[config.mk]
export PLATFORM = sky130hd
export DESIGN_NAME = line_clear_engine_flat
export DESIGN_NICKNAME = d
export VERILOG_FILES = /design/src/rtl/line_clear_engine_if.sv /design/src/rtl/line_clear_engine.sv /design/src/flat_wrapper.sv
export SDC_FILE = /design/constraint.sdc
export NUM_CORES = 1
export LEC_CHECK = 0
export ABC_AREA = 1
export BUFFER_PORTS_ARGS = -buffer_cell sky130_fd_sc_hd__buf_4
export CORE_AREA = 2 2 197 199
export DETAILED_ROUTE_END_ITERATION = 8
export DIE_AREA = 0 0 199 201
export PLACE_DENSITY_LB_ADDON = 0.12
export SYNTH_ARGS = -nofsm -noshare
export SYNTH_HDL_FRONTEND = slang
export SYNTH_SLANG_ARGS = --single-unit
[constraint.sdc]
create_clock -name clk -period 2 [get_ports clk]
set_input_delay 0.1 -clock clk [delete_from_list [all_inputs] [get_ports clk]]
set_output_delay 0.1 -clock clk [all_outputs]
set_load 0.01 [all_outputs]
[src/rtl/line_clear_engine_if.sv]
// rtl/line_clear_engine_if.sv - shared column-RAM bus between the line-clear engine and the board RAMs
interface line_clear_engine_if #(
    parameter int COLS    = 10,
    parameter int COLOR_W = 24
);
    logic [4:0]              ram_addr;
    logic [COLS*COLOR_W-1:0] ram_rdata;
    logic [COLS*COLOR_W-1:0] ram_wdata;
    logic [COLS-1:0]         ram_we;

    modport master (output ram_addr, output ram_wdata, output ram_we, input  ram_rdata);
    modport slave  (input  ram_addr, input  ram_wdata, input  ram_we, output ram_rdata);
endinterface

[src/rtl/line_clear_engine.sv]
// rtl/line_clear_engine.sv - bottom-up full-row removal and in-place board compaction; optional LINE_CLEAR_SCORE_EN scoring
module line_clear_engine #(
    parameter int ROWS    = 20,
    parameter int COLS    = 10,
    parameter int COLOR_W = 24,
    parameter int RD_LAT  = 1
) (
    input  logic       clk,
    input  logic       rst_n,
    input  logic       start,
    output logic       busy,
    output logic       done,
    output logic [4:0] lines_cleared,
`ifdef LINE_CLEAR_SCORE_EN
    output logic [19:0] score,
    output logic [9:0]  total_lines,
    output logic [5:0]  level,
`endif
    line_clear_engine_if.master ram
);
    typedef enum logic [2:0] {IDLE, READ, WAIT, EVAL, WRITE, CLEAR, DONE} state_t;

    localparam int WCW = (RD_LAT > 1) ? $clog2(RD_LAT) : 1;

    state_t          state;
    logic [WCW-1:0]  wait_cnt;
    logic [5:0]      rd_row, wr_row;
    logic [5:0]      rd_dec, wr_dec;
    logic            row_full;

    // Pointers are 6 bits so that stepping below row 0 sets bit 5 (exhausted).
    assign rd_dec = rd_row - 6'd1;
    assign wr_dec = wr_row - 6'd1;

    always_comb begin
        row_full = 1'b1;
        for (int i = 0; i < COLS; i++)
            if (ram.ram_rdata[i*COLOR_W +: COLOR_W] == '0) row_full = 1'b0;
    end

`ifdef LINE_CLEAR_SCORE_EN
    logic [10:0] base;
    logic [16:0] score_add;
    logic [20:0] score_sum;
    logic [10:0] total_sum;
    logic [9:0]  total_new;
    logic [9:0]  level_calc;

    always_comb begin
        case (lines_cleared)
            5'd0:    base = 11'd0;
            5'd1:    base = 11'd40;
            5'd2:    base = 11'd100;
            5'd3:    base = 11'd300;
            default: base = 11'd1200;
        endcase
        score_add  = 17'(base) * (17'(level) + 17'd1);
        score_sum  = 21'(score) + 21'(score_add);
        total_sum  = {1'b0, total_lines} + 11'(lines_cleared);
        total_new  = total_sum[10] ? 10'h3FF : total_sum[9:0];
        level_calc = total_new / 10'd10;
    end
`endif

    always_ff @(posedge clk) begin
        if (!rst_n) begin
            state         <= IDLE;
            wait_cnt      <= '0;
            rd_row        <= '0;
            wr_row        <= '0;
            busy          <= 1'b0;
            done          <= 1'b0;
            lines_cleared <= '0;
            ram.ram_addr  <= '0;
            ram.ram_we    <= '0;
            ram.ram_wdata <= '0;
`ifdef LINE_CLEAR_SCORE_EN
            score         <= '0;
            total_lines   <= '0;
            level         <= '0;
`endif
        end else begin
            case (state)
                IDLE: begin
                    if (start) begin
                        rd_row        <= 6'(ROWS - 1);
                        wr_row        <= 6'(ROWS - 1);
                        lines_cleared <= '0;
                        busy          <= 1'b1;
                        ram.ram_addr  <= 5'(ROWS - 1);
                        ram.ram_we    <= '0;
                        state         <= READ;
                    end
                end
                READ: begin
                    wait_cnt <= WCW'(RD_LAT - 1);
                    state    <= WAIT;
                end
                WAIT: begin
                    if (wait_cnt == '0) state <= EVAL;
                    else                wait_cnt <= wait_cnt - 1'b1;
                end
                EVAL: begin
                    if (row_full) begin
                        lines_cleared <= lines_cleared + 5'd1;
                        rd_row        <= rd_dec;
                        if (rd_dec[5]) begin
                            ram.ram_addr  <= wr_row[4:0];
                            ram.ram_we    <= '1;
                            ram.ram_wdata <= '0;
                            state         <= CLEAR;
                        end else begin
                            ram.ram_addr <= rd_dec[4:0];
                            state        <= READ;
                        end
                    end else if (wr_row == rd_row) begin
                        // Nothing removed yet, so an exhausted scan has nothing to clear.
                        rd_row <= rd_dec;
                        wr_row <= wr_dec;
                        if (rd_dec[5]) begin
                            busy  <= 1'b0;
                            done  <= 1'b1;
                            state <= DONE;
                        end else begin
                            ram.ram_addr <= rd_dec[4:0];
                            state        <= READ;
                        end
                    end else begin
                        ram.ram_addr  <= wr_row[4:0];
                        ram.ram_we    <= '1;
                        ram.ram_wdata <= ram.ram_rdata;
                        state         <= WRITE;
                    end
                end
                WRITE: begin
                    rd_row <= rd_dec;
                    wr_row <= wr_dec;
                    if (rd_dec[5]) begin
                        ram.ram_addr  <= wr_dec[4:0];
                        ram.ram_wdata <= '0;
                        state         <= CLEAR;
                    end else begin
                        ram.ram_addr <= rd_dec[4:0];
                        ram.ram_we   <= '0;
                        state        <= READ;
                    end
                end
                CLEAR: begin
                    wr_row <= wr_dec;
                    if (wr_row == 6'd0) begin
                        ram.ram_we <= '0;
                        busy       <= 1'b0;
                        done       <= 1'b1;
                        state      <= DONE;
                    end else begin
                        ram.ram_addr <= wr_dec[4:0];
                    end
                end
                DONE: begin
                    done  <= 1'b0;
                    state <= IDLE;
`ifdef LINE_CLEAR_SCORE_EN
                    score       <= score_sum[20] ? 20'hFFFFF : score_sum[19:0];
                    total_lines <= total_new;
                    level       <= (level_calc > 10'd63) ? 6'd63 : level_calc[5:0];
`endif
                end
                default: state <= IDLE;
            endcase
        end
    end
endmodule

[src/flat_wrapper.sv]
// flat-port wrapper written by rule: the top's interface ports become plain ports
module line_clear_engine_flat 
#(
    parameter int ROWS    = 20,
    parameter int COLS    = 10,
    parameter int COLOR_W = 24,
    parameter int RD_LAT  = 1
)
  (clk, rst_n, start, busy, done, lines_cleared, ram_ram_addr, ram_ram_wdata, ram_ram_we, ram_ram_rdata);
  line_clear_engine_if #(.COLS(COLS), .COLOR_W(COLOR_W)) ram_i ();
  input  logic clk;
  input  logic rst_n;
  input  logic start;
  output logic busy;
  output logic done;
  output logic [4:0] lines_cleared;
  output wire logic [$bits(ram_i.ram_addr)-1:0] ram_ram_addr;
  output wire logic [$bits(ram_i.ram_wdata)-1:0] ram_ram_wdata;
  output wire logic [$bits(ram_i.ram_we)-1:0] ram_ram_we;
  input wire logic [$bits(ram_i.ram_rdata)-1:0] ram_ram_rdata;
  assign ram_ram_addr = ram_i.ram_addr;
  assign ram_ram_wdata = ram_i.ram_wdata;
  assign ram_ram_we = ram_i.ram_we;
  assign ram_i.ram_rdata = ram_ram_rdata;
  line_clear_engine #(.ROWS(ROWS), .COLS(COLS), .COLOR_W(COLOR_W), .RD_LAT(RD_LAT)) u_core (.clk(clk), .rst_n(rst_n), .start(start), .busy(busy), .done(done), .lines_cleared(lines_cleared), .ram(ram_i));
endmodule
Word level (Yosys, flattened, before mapping)
Index checks and enable logic that the tools add are counted.
- mux-type cells: 60
- eq/ne operators: 20
- $add $sub $neg: 4
- reduce and logical (&&, ||, !) cells: 30
- operators with widths (kind ; number):
    two-way mux 240 bit ; 3
    one-hot mux 240 bit (2 select lines) ; 1
    zero test 24 bit ; 10
    two-way mux 10 bit ; 6
    two-way mux 5 bit ; 9
    one-hot mux 10 bit (4 select lines) ; 1
    one-hot mux 6 bit (3 select lines) ; 2
    two-way mux 6 bit ; 5
    two-way mux 3 bit ; 7
    two-way mux 1 bit ; 20
    one-hot mux 5 bit (4 select lines) ; 1
    one-hot mux 3 bit (6 select lines) ; 1
    AND reduction 6 bit ; 2
    nonzero test 3 bit ; 4
    subtractor 6 x 1 -> 6 bit, second input constant ; 2
    != test 2 bit, second input constant ; 5
    one-hot mux 5 bit (2 select lines) ; 1
    == test 3 bit, second input constant ; 3
    AND reduction 3 bit ; 3
    != test 2 x 1 -> 1 bit, second input constant ; 4
    AND reduction 4 bit ; 2
    == test 3 x 2 -> 1 bit, second input constant ; 2
    == test 6 bit ; 1
    zero test 6 bit ; 1
    other kinds (14) ; 18
- output and inout bits: 262
- word-level logic and storage cells: 124
- register bits: 278

Logic depth before layout (Yosys ltp)
- word-level depth: 13
- depth in mapped cells: 14
- mapped depth without buffers: 14

Worst setup path after synthesis
No wires, ideal clock.
- path kind: register to register
- start point: reg u_core.rd_row[2]
- end point: reg u_core.ram.ram_wdata[139]
- period minus slack after synthesis: 1.709 ns
- path buffers: 2
- stages on the path, launching flop included: 14
- setup slack: 0.291 ns
- data arrival time: 1.565 ns
- cells stage by stage: dfxtp_1 inv_1 nand3_1 inv_1 nand3_1 nand2_1 nand2_1 inv_1 nor2_2 nand2_2 buf_4 buf_4 nand3_2 a21oi_2
- word-level cells in the longest chain between the ends: 4
- RTL lines (what ; RTL line ; source):
    start: declaration ; line_clear_engine.sv:27 ; logic [5:0] rd_row, wr_row;
    start signal: assignment ; line_clear_engine.sv:86 ; rd_row <= 6'(ROWS - 1);
    start signal: assignment ; line_clear_engine.sv:106 ; rd_row <= rd_dec;
    start signal: assignment ; line_clear_engine.sv:118 ; rd_row <= rd_dec;
    subtractor 6 x 1 -> 6 bit ; line_clear_engine.sv:32 ; assign rd_dec = rd_row - 6'd1;
    two-way mux 240 bit (2 in a row) ; - ;
    one-hot mux 240 bit (2 select lines) ; - ;
    end signal: assignment ; line_clear_engine.sv:131 ; ram.ram_wdata <= ram.ram_rdata;
    end: declaration ; line_clear_engine_if.sv:11 ; modport master (output ram_addr, output ram_wdata, output ram_we, input ram_rdata);
Several ways; a longest one is shown, not always the timed one.
A chain may end at the register's enable or synchronous reset.

Worst setup path in the final report
- start point: in ram_ram_rdata[201]
- end point: reg u_core.ram.ram_wdata[74]
- word-level cells in the longest chain between the ends: 5
- RTL lines (what ; RTL line ; source):
    start: declaration ; flat_wrapper.sv:20 ; input wire logic [$bits(ram_i.ram_rdata)-1:0] ram_ram_rdata;
    zero test 24 bit * ; line_clear_engine.sv:38 ; if (ram.ram_rdata[i*COLOR_W +: COLOR_W] == '0) row_full = 1'b0;
    two-way mux 1 bit * (2 in a row) ; line_clear_engine.sv:38 ;
    two-way mux 240 bit or != test 3 x 2 -> 1 bit (tied branches) ; - ;
    one-hot mux 240 bit (2 select lines) or AND reduction 2 bit (tied branches) ; - ;
Every way passes the cells marked *; elsewhere a longest branch is shown, timed or not.

==> summary.txt <==
Run status
  • Status: finished, final reports clean

Critical path
  • Worst Setup SP: ram_ram_rdata[201]
  • Worst Reg-to-Reg Cells: 12
  • Crit Reg-Reg Endpoint: u_core.ram.ram_wdata[74]
  • Critical Path AT: approximately 2.4 ns
  • Worst Path Max Fanout: 8
  • Critical-path cell list: dlygate4sd3_1 > buf_4 > nor2_2 > nand2_1 > nor2_2 > nand2_1 > o21ai_2 > nor2_2 > nand2_2 > nand3_4 > buf_12 > nand2_8 > clkbuf_16 > nand3_2 > a21oi_1
  • Startpoint Class: input port
  • Critical Path RT: around 2.4 ns
  • Max stage delay on crit path: ~0.54 ns
  • Worst Setup End Kind: register
  • Reg2reg start: u_core.rd_row[0]
  • Cell mode on critical path: nor2_2
  • Slowest-stage cell, CP: dlygate4sd3_1
  • WS Path Type: input port to register
  • Worst reg-to-reg setup slack: 0.08 ns

Floorplan
  • Die area: approximately 40,000 sq um
  • Ports: 505
  • Die height: 201 um
  • Core box area: ~38,000 sq um
  • Horiz. Die Dim: between 150 and 200 um
  • Starting density of the core: 0.331
  • Site row count: between 70 and 80

STA
  • Worst-Margin Slew: roughly 0.38 ns
  • Tcrit/Tclk final: 0.972
  • Final hold violation count: 0
  • Final min period: around 1.9 ns
  • # setup viols final: 0
  • RSZ-0062 raised after global routing: true
  • Pins Over Slew Limit: 0
  • Relative slew slack: 0.747
  • Fmax: roughly 500 MHz
  • Hold Slack: slightly below 0.06 ns
  • Clk_skew: approximately 0.021 ns

GRT
  • GRT overflow: 0
  • Total track usage: 0.252
  • Vias in the first global route: roughly 14,000
  • Antenna violations before repair: 3
  • Pin count of the biggest net entering global routing: 66
  • First-pass GRT wire length: about 79,000 um

Detailed routing
  • Drt initial violations: between 500 and 600
  • Post-route DRC violation count: 0
  • First-pass detailed-route iteration total: 5
  • Routed len/inst: 18.3 um
  • Vias: 14,400
  • Total Wirelength: approximately 54,000 um
  • Routed Antenna Nets: 0
  • Vias per cell: between 4 and 5

Finish
  • Layout cells sized above 1: 0.405
  • Area of the multi-input gates: 6540 sq um
  • Register area: around 5400 sq um
  • Fin cells: between 2,000 and 3,000
  • Fillers: approximately 3,400
  • Final nets: 2,669
  • Synth-to-Final Area Change: 74.0%

Worst hold path
  • HP Start: ram_ram_rdata[45]
  • Hold/Removal Path Class: input port to register
  • Hold EP: u_core.ram.ram_wdata[45]
  • Hold Path Depth: 4

Placed design
  • GPL Wtd Cong: 0.870
  • IO Port Bufs: 504
  • Placed insts: roughly 2,600
  • Final HPWL DP: 36,400 um

Power and ir drop
  • Final total power: about 14 mW
  • Peak VDD IR: between 700 and 800 uV
  • P per Cell Area: ~650 nW/um^2
  • Pleak: ~8.9 nW

CTS
  • Max clock buf depth: 3
  • Worst skew pair latency: between 0.5 and 0.6 ns
  • Root Driver: clkbuf_16
  • Clock transition at path regs: roughly 0.060 ns
  • CTS buffer count: 34
  • H-tree depth: 2
  • CTS tree: built
  • Clock sinks: between 200 and 300

Synthesis
  • Mapped Cells: approximately 1,600
  • Area share of the largest cell type after synthesis: 0.426
  • Post-synth cell types: 31
  • Post-synthesis sequential area ratio: 0.426
  • Synth Net Count: approximately 1,900
  • Synth top area cells: dfxtp_1 (43%), nand2_1 (12%), nand3_2 (8.2%), nand3_1 (7.1%), a21oi_2 (6.9%)
  • Syn Std Cell Area: approximately 13,000 sq um
  • Average cell area after synthesis: a little under 8 sq um
  • Seq cells post-synth: about 270
  • Synth warn: 0
  • Leading area contributor after synthesis: dfxtp_1

Flow run
  • Max cap viols: 0
registers in the layout (all words and copies together) (netlist names):
signal	flops
u_core.ram.ram_wdata	240
u_core.rd_row	6
u_core.wr_row	6
u_core.lines_cleared	5
u_core.ram.ram_addr	5
u_core.state	3
u_core.busy	1
u_core.done	1
u_core.ram.ram_we	1
area by class of cell:
type,count,share of cell area
multi-input combinational,1181,0.298
clock inverter,9,0.00599
inverter,48,0.00913
clock buffer,51,0.0468
tap,518,0.0295
sequential,268,0.245
antenna,3,0.000342
timing repair buffer,889,0.365
worst max-delay path by stage:
stage / to / slack, ns / cells after the start
5_1_grt: u_core.ram.ram_wdata[142] / -0.07 / 14
3_5_place_dp: u_core.ram.ram_wdata[142] / -0.39 / 14
3_3_place_gp: u_core.ram.ram_wdata[205] / -0.41 / 14
4_1_cts: u_core.ram.ram_wdata[205] / 0.0008 / 14
2_1_floorplan: u_core.ram.ram_wdata[139] / 0.29 / 13
6_report: u_core.ram.ram_wdata[74] / 0.06 / 15
stage by stage:
step	worst slack [ns]	util	TNS, ns	cell area, sq um
floorplan	0.291	-	0	12600
global placement	-0.408	0.457	-84.45	17400
detailed placement	-0.391	0.457	-83.72	17400
CTS	0.000839	0.552	0	21000
global route	-0.0683	0.576	-3.18	21900
finish	0.0559	0.576	0	21900
repair_timing:
item | 4_1_cts | 5_1_grt
endpoints found under the setup margin | 56 | 255
cloned | 1 | 18
gates resized for setup | 9 | 100
buffers inserted | 0 | 9
endpoints found under the hold margin | 250 | 0
pin swaps | 1 | 28
hold buffers | 241 | 0
where the power goes:
group	leakage, nW	total, mW	internal, mW	switching (mW)
clock network	0.572	6.42	3.94	2.48
logic	6.20	2.28	1.20	1.08
registers	2.16	5.45	5.40	0.0547
layout by cell type, fill, tap and decap left out, types with 48 or more instances in the layout:
master	instances
a21oi_1	147
nand3_2	113
dfxtp_1	261
dlygate4sd3_1	237
nor2_1	158
nand2_1	389
buf_4	591
clkbuf_16	48
a21oi_2	118
nand3_1	164
metal layers:
layer / part of all wire / GRT usage / vias up
met5: 0 / 0 / -
met4: 0.044 / 0.120 / 0
met3: 0.083 / 0.0717 / 118
met2: 0.47 / 0.419 / 548
met1: 0.40 / 0.297 / 6787
li1: - / - / 6988
kinds of logic (layout without fill, tap and decap cells):
kind of cell | count (synthesis) | count (layout) | synth area share
and+or+nand+nor | 878 | 880 | 0.336
AOI/OAI and AO/OA | 287 | 287 | 0.145
DFF | 268 | 268 | 0.426
buffers and inverters | 169 | 997 | 0.0823
xor gates and xnor gates | 10 | 10 | 0.00695
adders and majority gates | 4 | 4 | 0.00397
other | 0 | 3 | 0
cell usage after synthesis (all sizes together):
cell	instances
nand2	396
nand3	283
dfxtp	268
a21oi	265
nor2	181
buf	87
inv	47
clkbuf	34
o21ai	15
nand4	12
xor2	8
o211ai	6
ha	4
or2	3
xnor2	2
and3	1
clkinv	1
nand3b	1
nor3	1
o2111ai	1
worst max-delay path: cells and delay by family:
| family | cells | cell delay, ns |
|---|---|---|
| buffers and inverters | 4 | 1.06 |
| AND/OR/NAND/NOR | 9 | 0.93 |
| AO/OA/AOI/OAI | 2 | 0.28 |
Power figures use the tool's default switching activity.
